<file path="src/rtl/reg_write_arbiter_pkg.sv">
// Shared types and constants for the register-file write-port arbiter.
// Imported by the arbiter top and its round-robin picker.
package reg_write_arbiter_pkg;

    localparam int N_REQ = 4;

    typedef enum logic {
        ST_IDLE  = 1'b0,
        ST_GRANT = 1'b1
    } state_e;

    function automatic logic [N_REQ-1:0] onehot4(input logic [1:0] idx);
        return 4'b0001 << idx;
    endfunction

endpackage

</file>
<file path="src/rtl/reg_write_arbiter_rr_pick.sv">
// Rotated 4-input priority encoder: first set REQ bit scanning
// PTR, PTR+1, ... (mod 4).
module rr_pick
    import reg_write_arbiter_pkg::*;
(
    input  logic [N_REQ-1:0] REQ,
    input  logic [1:0]       PTR,
    output logic             VALID,
    output logic [1:0]       IDX
);

    logic [1:0] cand;

    // Scan from farthest to nearest so the nearest hit is the last write.
    always_comb begin
        VALID = |REQ;
        IDX   = PTR;
        cand  = PTR;
        for (int k = N_REQ - 1; k >= 0; k--) begin
            cand = PTR + 2'(k);
            if (REQ[cand]) begin
                IDX = cand;
            end
        end
    end

endmodule

</file>
<file path="src/rtl/reg_write_arbiter.sv">
// Round-robin arbiter sharing the single regfile write port among
// four requesters, with capped burst length and registered write outputs.
module reg_write_arbiter
    import reg_write_arbiter_pkg::*;
#(
    parameter int DATA_W   = 8,
    parameter int ADDR_W   = 2,
    parameter int HOLD_MAX = 4
) (
    input  logic                    CLK,
    input  logic                    RST_N,
    input  logic [N_REQ-1:0]        REQ,
    input  logic [N_REQ-1:0]        LAST,
    input  logic [N_REQ*DATA_W-1:0] WDATA,
    input  logic [N_REQ*ADDR_W-1:0] WADDR,
    output logic [N_REQ-1:0]        GNT,
    output logic [1:0]              SEL,
    output logic                    BUSY,
    output logic                    REG_WE,
    output logic [ADDR_W-1:0]       REG_WADDR,
    output logic [DATA_W-1:0]       REG_WDATA
);

    state_e             state_q, state_d;
    logic [1:0]         ptr_q, ptr_d;
    logic [3:0]         beat_q, beat_d;
    logic [N_REQ-1:0]   gnt_q, gnt_d;
    logic [1:0]         sel_q, sel_d;
    logic               we_q, we_d;
    logic [ADDR_W-1:0]  waddr_q, waddr_d;
    logic [DATA_W-1:0]  wdata_q, wdata_d;

    logic               pick_valid;
    logic [1:0]         pick_idx;
    logic               accept;
    logic [3:0]         beat_inc;

    rr_pick u_pick (
        .REQ   (REQ),
        .PTR   (ptr_q),
        .VALID (pick_valid),
        .IDX   (pick_idx)
    );

    assign accept   = REQ[sel_q];
    assign beat_inc = beat_q + 4'd1;

    always_comb begin
        state_d = state_q;
        ptr_d   = ptr_q;
        beat_d  = beat_q;
        gnt_d   = gnt_q;
        sel_d   = sel_q;
        we_d    = 1'b0;
        waddr_d = waddr_q;
        wdata_d = wdata_q;
        unique case (state_q)
            ST_IDLE: begin
                if (pick_valid) begin
                    state_d = ST_GRANT;
                    gnt_d   = onehot4(pick_idx);
                    sel_d   = pick_idx;
                    beat_d  = 4'd0;
                end
            end
            ST_GRANT: begin
                if (accept) begin
                    we_d    = 1'b1;
                    waddr_d = WADDR[sel_q*ADDR_W +: ADDR_W];
                    wdata_d = WDATA[sel_q*DATA_W +: DATA_W];
                    beat_d  = beat_inc;
                end
                // Release on drop, LAST, or the burst cap; the final beat still writes.
                if (!accept || LAST[sel_q] || beat_inc == 4'(HOLD_MAX)) begin
                    state_d = ST_IDLE;
                    gnt_d   = '0;
                    sel_d   = 2'd0;
                    ptr_d   = sel_q + 2'd1;
                end
            end
            default: begin
                state_d = ST_IDLE;
                gnt_d   = '0;
                sel_d   = 2'd0;
            end
        endcase
    end

    always_ff @(posedge CLK or negedge RST_N) begin
        if (!RST_N) begin
            state_q <= ST_IDLE;
            ptr_q   <= 2'd0;
            beat_q  <= 4'd0;
            gnt_q   <= '0;
            sel_q   <= 2'd0;
            we_q    <= 1'b0;
            waddr_q <= '0;
            wdata_q <= '0;
        end else begin
            state_q <= state_d;
            ptr_q   <= ptr_d;
            beat_q  <= beat_d;
            gnt_q   <= gnt_d;
            sel_q   <= sel_d;
            we_q    <= we_d;
            waddr_q <= waddr_d;
            wdata_q <= wdata_d;
        end
    end

    assign GNT       = gnt_q;
    assign SEL       = sel_q;
    assign BUSY      = (state_q == ST_GRANT);
    assign REG_WE    = we_q;
    assign REG_WADDR = waddr_q;
    assign REG_WDATA = wdata_q;

endmodule

</file>
<file path="config.mk">
export PLATFORM = sky130hd
export DESIGN_NAME = reg_write_arbiter
export DESIGN_NICKNAME = d
export VERILOG_FILES = /design/src/rtl/reg_write_arbiter_pkg.sv /design/src/rtl/reg_write_arbiter_rr_pick.sv /design/src/rtl/reg_write_arbiter.sv
export SDC_FILE = /design/constraint.sdc
export NUM_CORES = 1
export LEC_CHECK = 0
export ABC_AREA = 0
export BUFFER_PORTS_ARGS = -buffer_cell sky130_fd_sc_hd__buf_2
export CAP_MARGIN = 25
export CELL_PAD_IN_SITES_DETAIL_PLACEMENT = 0
export CELL_PAD_IN_SITES_GLOBAL_PLACEMENT = 1
export CORE_ASPECT_RATIO = 0.8
export CORE_UTILIZATION = 31
export DETAILED_ROUTE_END_ITERATION = 10
export PLACE_DENSITY = 0.76
export REMOVE_ABC_BUFFERS = 1
export SYNTH_ARGS = -nofsm -noshare
export SYNTH_HDL_FRONTEND = slang
export SYNTH_SLANG_ARGS = --single-unit
export TNS_END_PERCENT = 10
</file>
<file path="constraint.sdc">
create_clock -name CLK -period 1.6 [get_ports CLK]
set_input_delay 0.32 -clock CLK [delete_from_list [all_inputs] [get_ports CLK]]
set_output_delay 0.32 -clock CLK [all_outputs]
set_load 0.01 [all_outputs]
</file>
# == After elaboration in Yosys (flattened, before gate mapping) ==
# Index checks and enable logic that the tools add are counted.
# word_totals
regBits,24
latch_bits,0
ramBits,0
mem_bits_ro,0
in_bits,50
output_inout_bits,18
elab_cells,64
memories,0
# op_classes
add_sub_neg,5
mul,0
div,0
magnitude_cmp,5
n_eq_ne,4
n_shift,3
muxes,30
bitwise_logic,1
n_reduce_logical,8
# op_table
cell,count
32-bit by 6-bit indexed part select with 8-bit output,1
4-bit two-way mux,4
4-bit case mux with 2 select lines,2
"2-bit by 3-bit < comparator with 1-bit output, second input constant",5
1-bit binary-select mux with 2-bit select,6
2-bit two-way mux,6
1-bit two-way mux,10
2-bit AND reduction,4
8-bit by 4-bit indexed part select with 2-bit output,1
"2-bit by 1-bit adder with 2-bit output, second input constant",2
"2-bit adder, second input constant",2
"4-bit by 1-bit adder with 4-bit output, second input constant",1
"4-bit by 3-bit == test with 1-bit output, second input constant",1
"2-bit by 1-bit inequality test with 1-bit output, second input constant",2
2-bit case mux with 2 select lines,1
4-bit OR reduction,1
"1-bit by 2-bit left shift with 4-bit output, first input constant",1
1-bit logical OR,2
"2-bit inequality test, second input constant",1
1-bit case mux with 2 select lines,1
1-bit zero test,1
1-bit NOT,1

# == Depth between registers and ports, before layout ==
# Gate-level depths: netlist of run 1.
# logic_depth
ltp_word,10
depth_mapped,6
mapped_depth_nobuf,5

# == Hierarchy ==
# A second synthesis of run 1 with hierarchy kept.
# unflattened
cells_unflattened,126
hier_area_um2,1550.2
# modules_own_cells
module,instances,cells_per_inst,area_per_inst_um2
reg_write_arbiter,1,110,1450.1
rr_pick,1,16,100.1

# == Worst setup path after synthesis of run 1 ==
# OpenSTA, ideal clock, no wires.
# synth_path
path_kind,register to register
from,"register sel_q[1], in the netlist SEL[1]"
to,"register wdata_q[2], in the netlist REG_WDATA[2]"
setup_ps,125
t_arrival_ps,1721
t_required_ps,1475
slack_ps,-246
path_stages_with_launch,5
path_cell_list,dfrtp_1 -> mux4_2 -> nand2_2 -> buf_4 -> mux2_2
# synth_between
elab_chain_len,3
elab_cells_between_ends,4
# synth_lines
item,line_no,rtl
start: declaration,reg_write_arbiter.sv:28,"logic [1:0] sel_q, sel_d;"
start signal: assignment,reg_write_arbiter.sv:104,sel_q <= sel_d;
"parallel branches: the longest is 3 deep, another holds 32-bit by 6-bit indexed part select with 8-bit output",n/a,
end signal: assignment,reg_write_arbiter.sv:107,wdata_q <= wdata_d;
end: declaration,reg_write_arbiter.sv:31,"logic [DATA_W-1:0] wdata_q, wdata_d;"
# Parallel ways; which one is timed is not known. The select of a mux whose other input is x is not followed.
# A chain may end at the register's enable or synchronous reset.

# == Final worst setup path of run 1 ==
# layout_path
from,register beat_q[0]
to,register ptr_q[1]
# layout_between
elab_chain_len,4
# layout_lines
item,line_no,rtl
start: declaration,reg_write_arbiter.sv:26,"logic [3:0] beat_q, beat_d;"
start signal: assignment,reg_write_arbiter.sv:102,beat_q <= beat_d;
4-bit by 1-bit adder with 4-bit output,reg_write_arbiter.sv:46,assign beat_inc = beat_q + 4'd1;
4-bit by 3-bit == test with 1-bit output,reg_write_arbiter.sv:74,if (!accept || LAST[sel_q] || beat_inc == 4'(HOLD_MAX)) begin
1-bit logical OR,reg_write_arbiter.sv:74,
2-bit AND reduction (no source line),n/a,
end signal: assignment,reg_write_arbiter.sv:101,ptr_q <= ptr_d;
end: declaration,reg_write_arbiter.sv:25,"logic [1:0] ptr_q, ptr_d;"
# Every way passes these cells.

==> impl_metrics.json, run 1 <==
{
  "cp.required_ns": 1.79,
  "crit_fanout": 8,
  "ant_nets": 0,
  "power_frac_comb": 0.570,
  "grt_overflow_total": 0,
  "worstSetupStartpointType": "flop",
  "violations": "negative setup slack",
  "gp_congestion": 0.783,
  "finalHoldViolations": 0,
  "vias_per_cell": 5.12,
  "setup_violations": 18,
  "post_dp_cell_area_um2": 1940,
  "synth_cells": 112,
  "cts_hold_buffers": 0,
  "p_int_mw": 2.40,
  "synthArstFlopShare": 1.00,
  "drive_above_1_share": 0.609,
  "dieArea_um2": 4830,
  "routed_wl_mm": 3.80,
  "grt_pass1_vias": 1371,
  "syn_to_final_growth_pct": 46.9,
  "first_iter_violations": 35,
  "cts_buffer_depth": 2,
  "synth-main-ff-cell": "dfrtp_1",
  "final_area_um2": 2070,
  "yosys.area.top_type": "dfrtp_1",
  "fin_skew_ns": 0.00257,
  "coreArea_um2": 4280,
  "drtPass1Iterations": 6,
  "cts.htree.levels": 1,
  "synth_area_leaders": "dfrtp_1, mux4_2, mux2_2",
  "p_leak_nw": 1.03,
  "p_per_area_nw_per_um2": 1800,
  "synth_edf_count": 0,
  "p_sw_mw": 1.33,
  "ys_seq_elements": 24,
  "clk_pin_slew_ns": 0.09,
  "start_util": 0.330,
  "io_pins": 68,
  "fin_ws_ns": -0.162,
  "final_nets": 250,
  "period_share": 1.10,
  "clk_latency_ns": 0.26,
  "max_freq_ghz": 0.567,
  "num_vias": 1300,
  "reg2reg_depth": 6,
  "wire_per_inst_um": 15.0,
  "cp_data_arrival_time_ns": 1.96,
  "status": "complete, but fails checks",
  "finalPower_mw": 3.73,
  "rsz0062_at_grt": "yes",
  "die_width_um": 77.5,
  "avgSynthCellArea_um2": 12.6,
  "worst_pin_slew_ns": 0.531,
  "antenna_found_initial": 0,
  "max_cap_violations": 0,
  "die_h_um": 62.4,
  "numCtsBuffers": 3,
  "end_kind": "flop",
  "cts_root_buf": "clkbuf_8",
  "port_buffers": 67,
  "peakVddDrop_mv": 0.836,
  "critPathKind": "reg -> reg",
  "seq_power_share": 0.288,
  "finalMaxSlewViolations": 0,
  "p_clk_frac": 0.142,
  "synthDistinctLibCells": 39,
  "grt_max_degree": 25,
  "grt.total_usage": 0.170,
  "cts_tree": "built",
  "r2r_slack_ns": -0.16,
  "sw_frac_of_total": 0.357,
  "hold_path_class": "in -> async",
  "synth_area_um2": 1410,
  "grt_pass1_wl_mm": 6.43,
  "insertedDiodeCount": 0,
  "cts.sinks": 24,
  "dp_hpwl_mm": 2.91,
  "yosys_warnings": 0,
  "synth_top_area_frac": 0.425,
  "seq_area_frac_synth": 0.425,
  "r2r_end": "ptr_q[1]",
  "relSlewSlack": 0.646,
  "row_count": 21,
  "drcViolationCount": 0,
  "r2r-start": "beat_q[0]",
  "finalCriticalPeriod_ns": 1.76
}
[cells by family (layout without fill, tap and decap cells)]
logic type / count (synthesis) / after routing / synth area share
AO/OA/AOI/OAI: 22 / 22 / 0.112
flip-flops: 24 / 24 / 0.425
multiplexers: 25 / 25 / 0.292
adder cells (fa/ha/maj): 2 / 2 / 0.0177
buffers and inverters: 11 / 96 / 0.0416
AND/OR/NAND/NOR: 26 / 26 / 0.0992
XOR/XNOR: 2 / 2 / 0.0124
[state kept, by name (all words and copies together) (netlist names)]
register	count
beat_q	4
ptr_q	2
REG_WE	1
GNT	4
REG_WDATA	8
BUSY	1
SEL	2
REG_WADDR	2
[cell type report]
class                      count  area (µm²)
sequential                    24         601
clock buffer                   3        41.3
fill                         379        2210
multi-input combinational     77         800
tap                           57        71.3
timing repair buffer          88         517
clock inverter                 1        30.0
inverter                       4        15.0
[cell usage after synthesis (3+ instances only)]
| library cell | count |
|---|---|
| dfrtp_1 | 24 |
| mux4_2 | 12 |
| mux2_2 | 10 |
| nand2_1 | 8 |
| nand3_1 | 5 |
| o22ai_1 | 5 |
| inv_1 | 3 |
| mux2i_1 | 3 |
| nor2_1 | 3 |
| nor2b_1 | 3 |
| o21ai_0 | 3 |
[worst max-delay path, cell delays in order, from the launching register on]
cell,delay (ns)
dfrtp_1,0.40
ha_2,0.20
or4bb_1,0.51
o31ai_2,0.10
o31a_1,0.17
buf_6,0.13
mux2i_1,0.18
[layout by cell type, fill, tap and decap left out, drive strengths merged, types with 2 or more instances in the layout]
master | netlist | routed
nand2 | 9 | 9
nor2b | 3 | 3
nand3 | 5 | 5
dfrtp | 24 | 24
mux4 | 12 | 12
ha | 2 | 2
nand3b | 2 | 2
nor2 | 3 | 3
o21ai | 4 | 4
clkbuf | 2 | 3
buf | 5 | 88
mux2i | 3 | 3
o22ai | 5 | 5
mux2 | 10 | 10
inv | 4 | 4
[repair_timing]
item / 4_1_cts / 5_1_grt
endpoints found under the setup margin: 19 / 22
endpoints found under the hold margin: 0 / 0
resized for setup: 12 / 4
setup buffers: 0 / 1
pin swaps: 1 / 1
[stage by stage]
step                      cells  utilization  worst slack [ns]  hold WS [ns]  setup TNS, ns
final                       254        0.484            -0.162        0.0248          -1.36
after global routing        254        0.484            -0.264        0.0609          -2.95
after CTS                   253        0.480            -0.156        0.0448          -1.35
after detailed placement    249        0.453            -0.127         0.334          -1.33
after global placement      249        0.453           -0.0766         0.327         -0.792
after floorplan             105            -            -0.472        0.0244          -8.26
[routing by layer]
layer / track usage / vias up / part of all wire
li1: - / 600 / -
met1: 0.211 / 625 / 0.43
met2: 0.283 / 65 / 0.48
met3: 0.0482 / 10 / 0.068
met4: 0.0590 / 0 / 0.024
met5: 0 / - / 0
[power by group through the flow]
| stage | sequential [mW] | clock (mW) | combinational (mW) |
|---|---|---|---|
| global route | 1.11 | 0.566 | 2.30 |
| finish | 1.07 | 0.530 | 2.12 |
| CTS | 1.07 | 0.536 | 2.11 |
| global placement | 1.06 | 0 | 1.89 |
| detailed placement | 1.08 | 0 | 1.94 |
| floorplan | 1.27 | 0 | 0.917 |
[how the worst max path moves through the flow]
stage	start	to	depth (start not counted)
after floorplan	SEL[0]	ptr_q[0]	3
after global placement	beat_q[0]	ptr_q[0]	6
after detailed placement	beat_q[0]	ptr_q[1]	6
after CTS	beat_q[0]	ptr_q[1]	6
after global routing	beat_q[0]	ptr_q[0]	6
final	beat_q[0]	ptr_q[1]	6
(Power assumes the default switching activity.)
==> inputs of run 2 (changes only) <==
--- a/config.mk
+++ b/config.mk
@@ -14,7 +14,7 @@
 export CORE_UTILIZATION = 31
 export DETAILED_ROUTE_END_ITERATION = 10
 export PLACE_DENSITY = 0.76
-export REMOVE_ABC_BUFFERS = 1
+export RECOVER_POWER = 25
 export SYNTH_ARGS = -nofsm -noshare
 export SYNTH_HDL_FRONTEND = slang
 export SYNTH_SLANG_ARGS = --single-unit
==> run 2 against run 1 <==
Effect of this change: the run still ends with negative setup slack left; sequential share of layout area increased by 1.0 points; non-clock buffer count is 2 lower; fmax up 1.0%; die area did not move; critical endpoint is now ptr_q[0]; largest cell class unchanged.
==> impl_metrics.json, run 2 (synthesis results as in run 1) <==
{
  "rsz0062_at_grt": "yes",
  "row_count": 21,
  "grt.total_usage": 0.162,
  "ant_nets": 0,
  "grt_max_degree": 25,
  "p_per_area_nw_per_um2": 1710,
  "cts.htree.levels": 1,
  "num_vias": 1273,
  "cts_root_buf": "clkbuf_8",
  "p_leak_nw": 0.968,
  "drtPass1Iterations": 6,
  "critPathKind": "reg -> reg",
  "multi_input_area_um2": 790,
  "worstSetupStartpointType": "flop",
  "cts_tree": "built",
  "fin_ws_ns": -0.144,
  "port_buffers": 67,
  "grt_overflow_total": 0,
  "cts_buffer_depth": 2,
  "synthesis.nets": 164,
  "drcViolationCount": 0,
  "setup_violations": 18,
  "cp_data_arrival_time_ns": 1.94,
  "final_cell_mix": "buf_2, dfrtp_1, buf_4",
  "finalHoldViolations": 0,
  "hold_path_class": "in -> async",
  "dieArea_um2": 4830,
  "status": "complete, but fails checks",
  "register_area_um2": 604,
  "clk_pin_slew_ns": 0.08,
  "finalCriticalPeriod_ns": 1.74,
  "worst_pin_slew_ns": 1.33,
  "die_h_um": 62.4,
  "finalMaxSlewViolations": 0,
  "crit_start": "beat_q[0]",
  "fillers": 376,
  "finalPower_mw": 3.44,
  "cts.sinks": 24,
  "peakVddDrop_mv": 0.554,
  "coreArea_um2": 4280,
  "relSlewSlack": 0.114,
  "final_nets": 248,
  "r2r-start": "beat_q[0]",
  "wire_per_inst_um": 14.4,
  "insertedDiodeCount": 0,
  "cp.required_ns": 1.80,
  "first_iter_violations": 50,
  "io_pins": 68,
  "vias_per_cell": 5.05,
  "largest_reg_flops": 8,
  "end_kind": "flop",
  "numCtsBuffers": 3,
  "routed_wl_mm": 3.64,
  "fin_hold_ws_ns": 0.327,
  "max_cap_violations": 0,
  "max_freq_ghz": 0.573,
  "gp_congestion": 0.779,
  "period_share": 1.09,
  "die_width_um": 77.5,
  "grt_pass1_vias": 1372,
  "final_common_cell": "buf_2",
  "syn_to_final_growth_pct": 42.7,
  "fin_skew_ns": 0.00254,
  "dp_hpwl_mm": 2.91,
  "drive_above_1_share": 0.615,
  "grt_pass1_wl_mm": 6.14,
  "clk_latency_ns": 0.27,
  "violations": "negative setup slack",
  "start_util": 0.330,
  "crit_fanout": 8,
  "antenna_found_initial": 0
}
run 2: cell types whose count changed in the layout (fill, tap and decap cells not counted), sizes merged:
cell,delta
buf,-3
bufinv,-1
clkbuf,+2
run 2: layout make-up:
cell class | count | share of cell area
multi-input combinational | 77 | 0.392
sequential | 24 | 0.300
timing repair buffer | 86 | 0.238
tap | 57 | 0.0354
clock buffer | 4 | 0.0273
inverter | 4 | 0.00745
run 2: repair_timing:
action	4_1_cts	5_1_grt
gates resized for setup	0	7
hold buffers	0	0
setup buffers	0	1
pin swaps	0	3
setup endpoints to repair	19	19
gates cloned	0	0
run 2: layer usage:
metal  vias to the layer above  global-route usage  part of all wire
li1                        597                   -                 -
met1                       619               0.189              0.41
met2                        55               0.292              0.51
met3                         2              0.0496             0.073
met4                         0              0.0354            0.0044
met5                         -                   0                 0
run 2: final timing paths:
kind,end,slack [ns],depth (start not counted)
worst max-delay path,ptr_q[0],-0.14,6
min in group CLK,REG_WDATA[0],0.49,3
max in group asynchronous,beat_q[0],0.39,1
worst min register to register,REG_WDATA[4],0.51,1
worst min-delay path,GNT[1],0.33,1
worst max register to register,ptr_q[0],-0.14,6
run 2: metrics by stage:
step                setup slack (ns)  setup TNS [ns]  utilization  cells  cell area [µm²]
detailed placement            -0.149           -1.54        0.450    247             1930
global placement             -0.0759          -0.787        0.450    247             1930
CTS                           -0.164           -1.75        0.463    251             1980
finish                        -0.144           -1.55        0.471    252             2020
global route                  -0.220           -2.87        0.471    252             2020
floorplan                    -0.0911          -0.617            -    112             1440
run 2: critical path, stage by stage (launching register included):
cell and delay [ns]:
dfrtp_2 0.42, ha_4 0.16, or4bb_1 0.49, o31ai_2 0.09, o31a_1 0.19, buf_6 0.13
mux2i_1 0.18
run 2: report_power, final:
group | leakage, nW | switching, mW | total (mW) | internal, mW
Sequential | 0.292 | 0.193 | 1.08 | 0.891
Clock | 0.0288 | 0.194 | 0.414 | 0.220
Combinational | 0.646 | 0.898 | 1.95 | 1.05
Total | 0.968 | 1.29 | 3.44 | 2.16
==> inputs of run 3 (changes only) <==
--- a/config.mk
+++ b/config.mk
@@ -13,7 +13,7 @@
 export CORE_ASPECT_RATIO = 0.8
 export CORE_UTILIZATION = 31
 export DETAILED_ROUTE_END_ITERATION = 10
-export PLACE_DENSITY = 0.76
+export PLACE_DENSITY = 0.75
 export RECOVER_POWER = 25
 export SYNTH_ARGS = -nofsm -noshare
 export SYNTH_HDL_FRONTEND = slang
==> run 3 against run 2 <==
Effect of this change: the flow still finishes with violations (negative setup slack); hold slack got worse by 0.021 ns; cell count increased by 1.6%; via count about the same; count of clock-buffer cells in the layout unchanged; critical path type unchanged.
==> impl_metrics.json, run 3 (synthesis results as in run 1) <==
{
  "cp.buffers_inverters": 1,
  "dp_hpwl_mm": 2.84,
  "io_pins": 68,
  "worstPathCellList": "ha_1, or4bb_1, o31ai_1, o31a_1, buf_4, mux2i_1",
  "final_area_um2": 2050,
  "violations": "negative setup slack",
  "crit_start": "beat_q[1]",
  "routed_wl_mm": 3.56,
  "drive_above_1_share": 0.598,
  "grt_pass1_vias": 1305,
  "p_per_area_nw_per_um2": 1730,
  "die_width_um": 77.5,
  "cp_slowest_cell": "or4bb_1",
  "cts_tree": "built",
  "finalCriticalPeriod_ns": 1.75,
  "synthesis.nets": 164,
  "row_count": 21,
  "largest_reg_flops": 8,
  "p_leak_nw": 1.02,
  "r2r_slack_ns": -0.15,
  "cts_root_buf": "clkbuf_8",
  "finalHoldViolations": 0,
  "reg2reg_depth": 6,
  "cp.required_ns": 1.79,
  "fin_ws_ns": -0.150,
  "cts_hold_buffers": 0,
  "cp-endpoint": "ptr_q[1]",
  "syn_to_final_growth_pct": 45.3,
  "finalMaxSlewViolations": 0,
  "cts.htree.levels": 1,
  "slowest_delay_ns": 0.47,
  "clk_latency_ns": 0.26,
  "final_core_util": 0.479,
  "rsz0062_at_grt": "yes",
  "fin_skew_ns": 0.00418,
  "worst_pin_slew_ns": 1.26,
  "crit_fanout": 8,
  "setup_violations": 9,
  "clk_pin_slew_ns": 0.08,
  "insertedDiodeCount": 0,
  "gp_congestion": 0.724,
  "hold_path_class": "in -> async",
  "status": "complete, but fails checks",
  "cp.depth": 6,
  "grt_overflow_total": 0,
  "numCtsBuffers": 3,
  "grt_pass1_wl_mm": 5.84,
  "relSlewSlack": 0.160,
  "coreArea_um2": 4280,
  "grt.total_usage": 0.153,
  "period_share": 1.09,
  "cts_buffer_depth": 2,
  "cp_data_arrival_time_ns": 1.94,
  "end_kind": "flop",
  "critPathKind": "reg -> reg",
  "wire_per_inst_um": 13.9,
  "vias_per_cell": 4.98,
  "num_vias": 1274,
  "post_dp_cell_area_um2": 1960,
  "ant_nets": 0,
  "antenna_found_initial": 0,
  "peakVddDrop_mv": 0.690,
  "drtPass1Iterations": 4,
  "die_h_um": 62.4,
  "drcViolationCount": 0,
  "dieArea_um2": 4830,
  "r2r_end": "ptr_q[1]",
  "final_common_cell": "buf_2",
  "start_util": 0.330,
  "max_cap_violations": 0,
  "port_buffers": 67,
  "max_freq_ghz": 0.571,
  "worstSetupStartpointType": "flop",
  "crit_family": "simple AND/OR/NAND/NOR gates",
  "first_iter_violations": 53,
  "cts.sinks": 24,
  "final_nets": 252,
  "final_cell_mix": "buf_2, dfrtp_1, buf_4",
  "grt_max_degree": 25,
  "r2r-start": "beat_q[1]"
}
==> run 3: cell count changes in the layout (fill, tap and decap cells not counted), moves of 2 or more <==
cell	previous run	this run
mux2_2	7	0
mux2_4	3	10
buf_4	18	22
ha_1	0	2
==> run 3: worst min path at each step <==
stage	start	slack [ns]	end	cells past startpoint
floorplan	RST_N	0.02	BUSY	0
global placement	RST_N	0.33	GNT[0]	1
detailed placement	RST_N	0.33	GNT[0]	1
CTS	RST_N	0.04	ptr_q[0]	1
global route	RST_N	0.42	ptr_q[0]	1
finish	RST_N	0.31	ptr_q[0]	1
==> run 3: report_power, final <==
group / switching [mW] / total (mW) / internal [mW]
registers: 0.176 / 1.07 / 0.891
clock network: 0.182 / 0.360 / 0.178
logic: 0.950 / 2.12 / 1.17
total: 1.31 / 3.55 / 2.24
==> run 3: area by class of cell <==
| cell class | instances | area (µm²) |
|---|---|---|
| Inverter | 4 | 15.0 |
| Fill cell | 406 | 2230 |
| Sequential cell | 24 | 603 |
| Clock buffer | 4 | 45.0 |
| Multi-Input combinational cell | 77 | 805 |
| Timing Repair Buffer | 90 | 514 |
| Tap cell | 57 | 71.3 |
==> run 3: through the flow <==
| step | total power, mW | hold WS, ns | TNS [ns] | std cells | setup WS [ns] |
|---|---|---|---|---|---|
| after floorplan | 2.36 | 0.0244 | -0.617 | 112 | -0.0911 |
| after global placement | 2.97 | 0.330 | -0.311 | 251 | -0.0410 |
| after detailed placement | 3.03 | 0.333 | -1.09 | 251 | -0.126 |
| after CTS | 3.45 | 0.0424 | -0.893 | 256 | -0.144 |
| after global routing | 3.78 | 0.418 | -2.01 | 256 | -0.244 |
| final | 3.55 | 0.306 | -0.864 | 256 | -0.150 |
==> run 3: what timing repair did <==
item | 4_1_cts | 5_1_grt
setup buffers | 1 | 0
setup endpoints to repair | 18 | 19
hold endpoints to repair | 0 | 0
cloned | 0 | 0
resized for setup | 2 | 9
==> run 3: metal layers <==
layer  track usage  vias up  routed length [µm]
met5             0        -                   0
met4        0.0566        0                  46
met3        0.0423        4                 199
met2         0.258       48                1740
met1         0.188      619                1580
li1              -      603                   -
